### src/rtl/instr_fetch.sv
// -----------------------------------------------------------------------------
// instr_fetch
//   Instruction fetch unit. It issues one-at-a-time fetch requests to memory,
//   buffers the returned words with their PCs in a circular queue, and presents
//   the queue head to the decoder. A jump (redirect) flushes the queue, retargets
//   the fetch PC and discards any response that is still in flight.
//
// Ports
//   clk_in          : clock, all state updates on the rising edge
//   rst_in          : synchronous active-high reset
//   mem_req_valid   : one-cycle fetch request pulse (registered)
//   mem_req_addr    : fetch address, meaningful while mem_req_valid=1
//   mem_resp_valid  : instruction word returned this cycle
//   mem_resp_data   : returned instruction word
//   jump_valid      : redirect / flush request
//   jump_pc         : redirect target
//   inst_valid      : queue head holds an instruction
//   inst_out        : head instruction word
//   inst_pc         : PC of head instruction
//   inst_ready      : decoder consumes the head this cycle
//   dbg_state_o     : current fetch FSM state (0=IDLE, 1=WAIT, 2=DROP)
//
// Handshake: the head entry transfers on a rising edge where
//   inst_valid && inst_ready && !jump_valid. inst_valid never depends on
//   inst_ready; a jump in the same cycle cancels the transfer.
// -----------------------------------------------------------------------------
module instr_fetch #(
  parameter int          DEPTH    = 8,
  parameter logic [31:0] RESET_PC = 32'h0
) (
  input  logic        clk_in,
  input  logic        rst_in,
  output logic        mem_req_valid,
  output logic [31:0] mem_req_addr,
  input  logic        mem_resp_valid,
  input  logic [31:0] mem_resp_data,
  input  logic        jump_valid,
  input  logic [31:0] jump_pc,
  output logic        inst_valid,
  output logic [31:0] inst_out,
  output logic [31:0] inst_pc,
  input  logic        inst_ready,
  output logic [1:0]  dbg_state_o
);

  localparam int                 PTR_W    = $clog2(DEPTH);
  localparam int                 CNT_W    = PTR_W + 1;
  localparam logic [CNT_W-1:0]   FULL_CNT = CNT_W'(DEPTH);

  typedef enum logic [1:0] {
    S_IDLE = 2'd0,
    S_WAIT = 2'd1,
    S_DROP = 2'd2
  } state_e;

  state_e             state_q, state_d;
  logic [31:0]        pc_q;
  logic [PTR_W-1:0]   head_q, tail_q;
  logic [CNT_W-1:0]   count_q;
  logic               mem_req_valid_q;
  logic [31:0]        mem_req_addr_q;

  logic [31:0]        pc_mem   [DEPTH];
  logic [31:0]        word_mem [DEPTH];

  logic               full;
  logic               issue;
  logic               push;
  logic               pop;

  assign full = (count_q == FULL_CNT);

  // ---------------------------------------------------------------------------
  // FSM: state register
  // ---------------------------------------------------------------------------
  always_ff @(posedge clk_in) begin
    if (rst_in) begin
      state_q <= S_IDLE;
    end else begin
      state_q <= state_d;
    end
  end

  // ---------------------------------------------------------------------------
  // FSM: next state
  // ---------------------------------------------------------------------------
  always_comb begin
    state_d = state_q;
    case (state_q)
      S_IDLE: begin
        if (!jump_valid && !full) state_d = S_WAIT;
      end
      S_WAIT: begin
        // A response always closes the transaction, even if a jump discards it.
        if (mem_resp_valid)  state_d = S_IDLE;
        else if (jump_valid) state_d = S_DROP;
      end
      S_DROP: begin
        if (mem_resp_valid) state_d = S_IDLE;
      end
      default: state_d = S_IDLE;
    endcase
  end

  // ---------------------------------------------------------------------------
  // FSM: outputs / datapath controls
  // ---------------------------------------------------------------------------
  always_comb begin
    issue = 1'b0;
    push  = 1'b0;
    case (state_q)
      S_IDLE:  issue = !jump_valid && !full;
      S_WAIT:  push  = mem_resp_valid && !jump_valid;
      default: ;
    endcase
    pop = inst_valid && inst_ready && !jump_valid;
  end

  // ---------------------------------------------------------------------------
  // Datapath registers
  // ---------------------------------------------------------------------------
  always_ff @(posedge clk_in) begin
    if (rst_in) begin
      pc_q            <= RESET_PC;
      head_q          <= '0;
      tail_q          <= '0;
      count_q         <= '0;
      mem_req_valid_q <= 1'b0;
      mem_req_addr_q  <= '0;
    end else begin
      mem_req_valid_q <= issue;
      if (issue) mem_req_addr_q <= pc_q;

      if (jump_valid) begin
        pc_q    <= jump_pc;
        head_q  <= '0;
        tail_q  <= '0;
        count_q <= '0;
      end else begin
        if (push) begin
          pc_q   <= pc_q + 32'd4;
          tail_q <= tail_q + PTR_W'(1);
        end
        if (pop) head_q <= head_q + PTR_W'(1);
        // Room was reserved when the request issued, so a push never overflows.
        case ({push, pop})
          2'b10:   count_q <= count_q + CNT_W'(1);
          2'b01:   count_q <= count_q - CNT_W'(1);
          default: ;
        endcase
      end
    end
  end

  // Queue storage carries no reset; validity is tracked by count_q alone.
  always_ff @(posedge clk_in) begin
    if (push && !rst_in) begin
      pc_mem[tail_q]   <= pc_q;
      word_mem[tail_q] <= mem_resp_data;
    end
  end

  assign mem_req_valid = mem_req_valid_q;
  assign mem_req_addr  = mem_req_addr_q;
  assign inst_valid    = (count_q != '0);
  assign inst_out      = word_mem[head_q];
  assign inst_pc       = pc_mem[head_q];
  assign dbg_state_o   = state_q;

endmodule

### config.mk
export PLATFORM = sky130hd
export DESIGN_NAME = instr_fetch
export DESIGN_NICKNAME = d
export VERILOG_FILES = /design/src/rtl/instr_fetch.sv
export SDC_FILE = /design/constraint.sdc
export NUM_CORES = 1
export LEC_CHECK = 0
export CELL_PAD_IN_SITES_DETAIL_PLACEMENT = 0
export CELL_PAD_IN_SITES_GLOBAL_PLACEMENT = 1
export CORE_MARGIN = 2
export CORE_UTILIZATION = 46
export DETAILED_ROUTE_END_ITERATION = 8
export PLACE_DENSITY = 0.77
export SYNTH_ARGS = -nofsm -noshare
export SYNTH_HDL_FRONTEND = slang
export SYNTH_SLANG_ARGS = --single-unit
### constraint.sdc
create_clock -name clk_in -period 6.17 [get_ports clk_in]
set_input_delay 0.9255 -clock clk_in [delete_from_list [all_inputs] [get_ports clk_in]]
set_output_delay 0.9255 -clock clk_in [all_outputs]
set_load 0.05 [all_outputs]
# Yosys cells after proc, flatten, opt, wreduce, memory -nomap -nowiden
# Memory sizes are Yosys's and may differ from the RTL's. A register that Yosys moved wholly into a read port is not among the register bits.
# Cells that the tools add are included.
# totals
ff_bits,77
out_inout_bits,100
latch_bits,0
n_memories,2
mem_bits_ro,0
ramBits,512
word_cells,52
# op_classes
div,0
addsub,5
shift,0
order_cmp,0
bitwise_logic,0
mul,0
reduce_logical,14
eq_ne,8
mux,16
# mem_list
memory,depth,width,rd,rd_ports_with_merged_regs,wr,line,rtl
pc_mem,8,32,1,1,1,63,logic [31:0] pc_mem [DEPTH];
word_mem,8,32,1,1,1,64,logic [31:0] word_mem [DEPTH];
# op_table
operator,n
$mux W32,2
$add A32 B3 Y32 const B,1
$mux W3,4
$mux W2,4
$pmux W4 S2,1
$add A3 B1 Y3 const B,2
$pmux W2 S3,1
$logic_and A1 B1 Y1,5
$add A4 B1 Y4 const B,1
$eq A2 B1 Y1 const B,2
$eq A2 B2 Y1 const B,2
$eq A4 B4 Y1 const B,1
$mux W1,4
$ne A2 B2 Y1 const B,2
$reduce_bool A2 Y1,2
$reduce_bool A4 Y1,1
$sub A4 B1 Y4 const B,1
$logic_not A1 Y1,3
$ne A3 B3 Y1 const B,1
$reduce_and A3 Y1,1
$logic_not A2 Y1,1
$reduce_or A2 Y1,1

# Logic depth before layout (Yosys ltp)
# Gate-level depths: netlist (run 1).
# depth
ltp_word,6
mapped_depth,12
mapped_depth_nobuf,9

# Worst setup path before layout (run 1)
# No wires, ideal clock.
# synth_timing
kind,in2reg
from,input port jump_valid
to,"memory pc_mem[0][0], enable pin"
path_slack_ns,-0.520
required_ns,5.605
arrival_ns,6.125
cell_stages,4
path_cell_list,clkbuf_1 or2_2 or3_1 nor3_1
# synth_between
elab_chain_cells,6
# synth_lines
item,line,rtl
"start, declared",37,"input logic jump_valid,"
$logic_not A1 Y1,113,S_WAIT: push = mem_resp_valid && !jump_valid;
$logic_and A1 B1 Y1,113,
$mux W1,111,case (state_q)
$logic_and A1 B1 Y1,157,if (push && !rst_in) begin
$mux W1,157,
$mux W1 (implied by the code),158,pc_mem[tail_q] <= pc_q;
"end, declared",63,
# No other way between the ends.

==> flow_summary_export.csv, run 1 <==
group,metric,value,unit
status,status,"finished clean",
placed_design,dpl_worst_slack,2140,ps
critical_path,worst_r2r_path_depth,5,
critical_path,worst_setup_path_start_kind,"flip-flop",
synthesis,synth_compound_area_frac,0.0278,
clock_tree,cts-hold-fix-buffers,0,
synthesis,yosys_warnings,0,
clock_tree,path_clk_slew,60,ps
route,routedWlPerCell,22.9,um
clock_tree,clock_latency_of_the_later_clocked_register_in_the_worst_skew_pair,610,ps
synthesis,post_synth_fa_ha_maj_area_fraction,0.00328,
synthesis,avgSynthCellArea,19.2,um^2
timing,max_freq,220,MHz
critical_path,ff2ff_setup_slack,3300,ps
timing,finalCritPeriodShare,0.738,
placed_design,hpwl_dp,26.4,mm
clock_tree,clockRootBuffer,"clkbuf_16",
synthesis,yosysSeqAreaShare,0.742,
placed_design,port-buffer-count,168,
synthesis,syn-cell-area,22900,um^2
global_routing,global_route.usage.total,0.189,
timing,report.final.slew_viol_count,0,
synthesis,yosys.area_share.simple,0.0452,
route,via_count,11617,
placed_design,dp_cells,1976,
route,drtPass1Iterations,7,
global_routing,maximum_number_of_pins_on_one_net_before_global_route_repair,98,
route,total_routed_length,47.8,mm
route,detail_route.vias_per_cell,5.58,
global_routing,grt_pass1_vias,12027,
critical_path,cp.required,5240,ps
layout,synthToLayoutAreaGrowth,18.5,%
clock_tree,cts_num_sinks,592,
synthesis,yosys-mux-area-fraction,0.160,
synthesis,synth.ff_latch_count,592,
timing,timing.final.crit_period,4560,ps
critical_path,critical_path_capture_point,"inst_pc[18]",
timing,hold_violations,0,
timing,setup_slack,1610,ps
synthesis,largest_family_of_logic_cells_by_synthesized_area,"multiplexers",
synthesis,synth_cell_type_count,50,
die,die_area,51600,um^2
route,post-route-drc-count,0,
timing,finalHoldWorstSlack,461,ps
critical_path,critical_path_arrival,3630,ps
synthesis,synthesis.nets,1270,
critical_path,crit_path_max_fanout,70,
critical_path,worst_setup_path_end_kind,"output port",
layout,fillCellCount,3771,
die,core.rowCount,81,
clock_tree,postCtsSetupBuffers,0,
min_path,hold_path.class,"flip-flop to flip-flop",
die,die_height,227,um
critical_path,ff_to_ff_end,"pc_q[30]$_SDFFE_PP0N_",
global_routing,met1_usage,0.273,
clock_tree,cts-buffers-inserted,58,
run,max_cap_violations,0,
min_path,startpoint_of_the_worst_hold_path,"mem_req_addr[5]$_SDFFE_PP0P_",
global_routing,grt_use_met3,0.0325,
die,design.portCount,169,
synthesis,post_synth_inst_count,1195,
pwr,power_density,296,nW/um^2
timing,clock-skew-final,23.2,ps
clock_tree,tritoncts,"done",
synthesis,synth_xor_xnor_area_share,0.00612,
timing,max-slew-margin-rel,0.246,
global_routing,grt_overflow_total,0,
layout,antenna_cells_inserted,0,
clock_tree,cts_max_path_bufs,3,
layout,final-instance-count-excl-fill,2083,
placed_design,place_congestion,0.733,
pwr,peakVddDrop,0.000199,V
global_routing,grt.met2_usage,0.302,
clock_tree,ctsHtreeMaxLevel,2,
route,first_iter_violations,885,
timing,timing.setup.tns,0,ps
timing,tightestPinTransition,1130,ps
pwr,lkg_pwr,0.00827,uW
layout,num-nets-final,1447,
layout,finish.utilization,0.553,
global_routing,global_route.peak_usage_layer,"met2",
die,die_x,227,um
timing,finalSetupViolCount,0,
timing,grt_setup_unrepaired,"false",
critical_path,regToRegStartpoint,"pc_q[3]$_SDFFE_PP0N_",
die,initial_util,0.467,
layout,drive_gt1_frac,0.217,
die,core_area,49100,um^2
clock_tree,postCtsResizedCells,0,
global_routing,grt_antenna_before_repair,0,
route,remaining_number_of_nets_flagged_by_the_antenna_check_after_routing,0,
global_routing,grt_pass1_wl,72.5,mm
critical_path,timing.setup.critical_path_class,"flip-flop to output port",
state kept, by name (all words and copies together) (netlist names), named ones only:
| name | count |
|---|---|
| word_mem | 256 |
| mem_req_valid | 1 |
| pc_q | 32 |
| count_q | 4 |
| head_q | 3 |
| tail_q | 3 |
| dbg_state_o | 2 |
| mem_req_addr | 32 |
| pc_mem | 256 |
cell type report:
| cell class | count | area [um^2] | area share |
|---|---|---|---|
| Timing Repair Buffer | 185 | 1870 | 0.0688 |
| Sequential cell | 592 | 17000 | 0.626 |
| Multi-Input combinational cell | 526 | 5610 | 0.207 |
| Clock buffer | 70 | 1520 | 0.0560 |
| Inverter | 9 | 33.8 | 0.00125 |
| Clock inverter | 37 | 268 | 0.00987 |
| Tap cell | 664 | 831 | 0.0306 |
through the flow:
step	instance area (um^2)	total power [uW]
3_5_place_dp	25300	4790
2_1_floorplan	22900	4640
5_1_grt	27100	8270
4_1_cts	27100	8090
3_3_place_gp	25300	4780
6_report	27100	8020
synth_stat cells, drive strengths merged:
cell type / n / area, um^2
and3: 2 / 12.5
ha: 6 / 75.1
a311oi: 14 / 123
a221oi: 2 / 17.5
o31ai: 10 / 75.1
mux2: 65 / 732
xor2: 8 / 70.1
dfxtp: 80 / 1600
a2111o: 1 / 11.3
nor4bb: 1 / 10.0
inv: 8 / 30.0
and3b: 1 / 8.76
nor3b: 1 / 7.51
a21o: 1 / 7.51
o41ai: 1 / 8.76
nor2b: 2 / 12.5
xnor2: 8 / 70.1
nor4: 4 / 25.0
nand4b: 1 / 8.76
or2: 1 / 6.26
nand4: 9 / 71.3
or4: 16 / 121
buf: 23 / 101
nand2: 84 / 315
a21oi: 39 / 195
edfxtp: 512 / 15400
mux2i: 4 / 40.0
a211oi: 13 / 97.6
nand3: 9 / 45.0
clkbuf: 45 / 240
nand2b: 3 / 18.8
nor4b: 1 / 8.76
mux4: 128 / 2880
nor2: 50 / 188
and4: 5 / 43.8
or3: 9 / 61.3
nor3: 10 / 50.1
a31oi: 1 / 6.26
o21ai: 10 / 50.1
clkinv: 1 / 3.75
nand3b: 1 / 20.0
a2111oi: 5 / 43.8
cells in the final DEF (no fill, tap or decap), types with 5 or more instances in the layout:
cell / instances
nand3_1: 9
nand4_1: 8
o21ai_0: 10
inv_1: 8
dfxtp_1: 77
clkinv_1: 20
nand2_1: 84
xor2_1: 8
mux4_2: 128
a211oi_1: 13
clkbuf_1: 11
clkdlybuf4s50_1: 167
nor2_1: 44
or3_1: 5
edfxtp_1: 512
or4_1: 15
and4_1: 5
nor3_1: 8
a311oi_1: 14
clkbuf_16: 59
xnor2_1: 8
nor2_4: 6
buf_12: 5
a21oi_1: 39
mux2_2: 65
clkinv_2: 7
buf_4: 12
ha_1: 6
o31ai_1: 10
report_power, final:
| part | internal (uW) | total [uW] | leakage [uW] | switching (uW) |
|---|---|---|---|---|
| clock network | 1870 | 3320 | 0.000858 | 1450 |
| logic | 101 | 251 | 0.00212 | 151 |
| registers | 4380 | 4450 | 0.00530 | 69.7 |
| total | 6350 | 8020 | 0.00827 | 1670 |
worst max-delay path: stages (launching register included):
cell and delay, ps:
dfxtp_4 800, buf_12 520, mux4_2 580, mux2_2 270, clkdlybuf4s50_1 760
metal layers:
metal,vias up,share of wire
met4,0,0.015
met2,330,0.48
met1,6027,0.46
met5,-,0
met3,46,0.050
li1,5214,-
worst min-delay path by stage:
| stage | endpoint | slack, ps | cells after the start |
|---|---|---|---|
| 5_1_grt | mem_req_addr[11]$_SDFFE_PP0P_ | 480 | 2 |
| 4_1_cts | mem_req_addr[26]$_SDFFE_PP0P_ | 460 | 2 |
| 2_1_floorplan | flip-flop | 490 | 2 |
| 3_5_place_dp | mem_req_addr[26]$_SDFFE_PP0P_ | 450 | 2 |
| 3_3_place_gp | mem_req_addr[5]$_SDFFE_PP0P_ | 450 | 2 |
| 6_report | mem_req_addr[5]$_SDFFE_PP0P_ | 460 | 2 |
cell families (layout without fill, tap and decap cells):
family,Yosys count,in the layout
muxes,197,197
DFF,592,592
buffers and inverters,77,301
adders and majority gates,6,6
and+or+nand+nor,210,210
xor gates and xnor gates,16,16
AOI/OAI and AO/OA,97,97
Note: power is estimated with default switching activity, not from simulation.
==> run 2: changes to the inputs <==
==> constraint.sdc (replaced) <==
create_clock -name clk_in -period 4.1 [get_ports clk_in]
set_input_delay 0.615 -clock clk_in [delete_from_list [all_inputs] [get_ports clk_in]]
set_output_delay 0.615 -clock clk_in [all_outputs]
set_load 0.05 [all_outputs]
==> run 2 against run 1 <==
Worst setup slack worse by 1400 ps; critical path depth did not move; clock power grew 58%; via count increased by 1.3%; non-clock buffer count increased by 20; power rose by 54%; first-iteration DRC count is 7.8% higher; sequential share of layout area is 0.87 points lower; critical endpoint is now inst_out[3].
==> flow_summary_export.csv, run 2 (synthesis gave the netlist of run 1 again) <==
group,metric,value,unit
status,status,"finished clean",
pwr,peakVddDrop,0.000333,V
timing,tightestPinTransition,975,ps
clock_tree,cts-buffers-inserted,57,
timing,finalSetupViolCount,0,
pwr,lkg_pwr,0.00848,uW
layout,num-nets-final,1466,
placed_design,port-buffer-count,168,
placed_design,hpwl_dp,28.5,mm
timing,finalCritPeriodShare,0.945,
critical_path,timing.setup.critical_path_class,"flip-flop to output port",
placed_design,place_congestion,0.737,
global_routing,met1_usage,0.274,
timing,max_freq,258,MHz
critical_path,crit_path_max_fanout,34,
global_routing,grt_use_met3,0.0359,
layout,fillCellCount,3745,
die,die_area,51600,um^2
clock_tree,ctsHtreeMaxLevel,2,
critical_path,critical_path_capture_point,"inst_out[3]",
clock_tree,clockRootBuffer,"clkbuf_16",
global_routing,grt_pass1_wl,73.6,mm
global_routing,grt_overflow_total,0,
critical_path,ff_to_ff_end,"count_q[2]$_SDFFE_PP0P_",
die,die_x,227,um
layout,drive_gt1_frac,0.232,
critical_path,cp.required,3480,ps
global_routing,maximum_number_of_pins_on_one_net_before_global_route_repair,70,
layout,mostFrequentLayoutCell,"edfxtp_1",
global_routing,global_route.usage.total,0.192,
layout,antenna_cells_inserted,0,
die,die_height,227,um
critical_path,ff2ff_setup_slack,1240,ps
route,via_count,11772,
min_path,hold_path.class,"flip-flop to flip-flop",
critical_path,cp_cell_sequence,"buf_12 > mux4_2 > mux2_2 > clkdlybuf4s50_1",
global_routing,global_route.peak_usage_layer,"met2",
critical_path,worst_r2r_path_depth,9,
critical_path,regToRegStartpoint,"count_q[3]$_SDFFE_PP0P_",
layout,synthToLayoutAreaGrowth,20.1,%
clock_tree,cts-hold-fix-buffers,0,
clock_tree,postCtsResizedCells,0,
route,detail_route.vias_per_cell,5.60,
critical_path,worst_setup_path_start_kind,"flip-flop",
layout,final_cell_area,27500,um^2
timing,timing.final.crit_period,3870,ps
layout,layout_common_cells,"edfxtp_1, clkdlybuf4s50_1, mux4_2",
die,design.portCount,169,
die,core.rowCount,81,
critical_path,worst_setup_path_end_kind,"output port",
route,total_routed_length,48.4,mm
die,core_area,49100,um^2
clock_tree,path_clk_slew,60,ps
route,remaining_number_of_nets_flagged_by_the_antenna_check_after_routing,0,
route,post-route-drc-count,0,
timing,hold_violations,0,
global_routing,grt_antenna_before_repair,0,
timing,report.final.slew_viol_count,0,
route,routedWlPerCell,23.0,um
critical_path,critical_path_arrival,3260,ps
clock_tree,clock_latency_of_the_later_clocked_register_in_the_worst_skew_pair,610,ps
route,first_iter_violations,954,
critical_path,slowest_delay,700,ps
pwr,power_density,448,nW/um^2
global_routing,grt_pass1_vias,12240,
die,initial_util,0.467,
run,max_cap_violations,0,
clock_tree,tritoncts,"done",
global_routing,grt.met2_usage,0.309,
timing,grt_setup_unrepaired,"false",
clock_tree,cts_num_sinks,592,
route,drtPass1Iterations,5,
clock_tree,cts_max_path_bufs,3,
placed_design,dpl_cell_area,25600,um^2
timing,clock-skew-final,11.2,ps
timing,max-slew-margin-rel,0.342,
critical_path,timing.critical_path.slowest_stage_cell,"dfxtp_4",
timing,finalHoldWorstSlack,460,ps
layout,biggestRegsByFlops,"pc_mem x256, word_mem x256",
clock_tree,postCtsSetupBuffers,0,
## run 2: changes by cell type in the layout (fill, tap and decap cells not counted), sizes merged
cell,delta
buf,+20
bufinv,+3
clkbuf,+2
clkinv,-5
clkinvlp,-4
inv,+2
## run 2: layout make-up
cell class                 instances  area, um^2  share of cell area
tap                              664         831              0.0302
clock inverter                    33         328              0.0119
multi-input combinational        526        5610               0.204
sequential                       592       17000               0.618
clock buffer                      72        1570              0.0569
timing repair buffer             205        2140              0.0779
inverter                           9        33.8             0.00123
## run 2: power breakdown
part	leakage, uW	total, uW	switching (uW)	internal [uW]
combinational	0.00226	378	224	154
clock	0.000930	5250	2180	3080
sequential	0.00530	6690	104	6590
total	0.00848	12300	2510	9820
## run 2: through the flow
stage           util  power (uW)  std cells  setup WS, ps  TNS [ps]
6_report       0.561       12300       2101           225         0
4_1_cts        0.561       12400       2101           120         0
2_1_floorplan      -        6990       1195          -561   -185740
3_3_place_gp   0.522        7190       1996           792         0
5_1_grt        0.561       12700       2101          31.0         0
3_5_place_dp   0.522        7200       1996           797         0
## run 2: layer usage
metal	vias to the layer above	share of wire
li1	5239	-
met1	6110	0.44
met2	356	0.48
met3	67	0.054
met4	0	0.019
met5	-	0
## run 2: critical path: cells and delay by family (launching register included)
kind	cells	cell delay (ps)
muxes	2	860
DFF	1	700
buffers and inverters	2	1050
## run 2: worst min path at each step
stage                                  start                             to  slack, ps  cells past startpoint
2_1_floorplan         head_q[2]$_SDFFE_PP0P_                      flip-flop        490                      2
3_3_place_gp   mem_req_addr[19]$_SDFFE_PP0P_  mem_req_addr[19]$_SDFFE_PP0P_        450                      2
3_5_place_dp   mem_req_addr[18]$_SDFFE_PP0P_  mem_req_addr[18]$_SDFFE_PP0P_        450                      2
4_1_cts                               rst_in        count_q[2]$_SDFFE_PP0P_        430                      3
5_1_grt                               rst_in        count_q[2]$_SDFFE_PP0P_        460                      3
6_report       mem_req_addr[25]$_SDFFE_PP0P_  mem_req_addr[25]$_SDFFE_PP0P_        460                      2
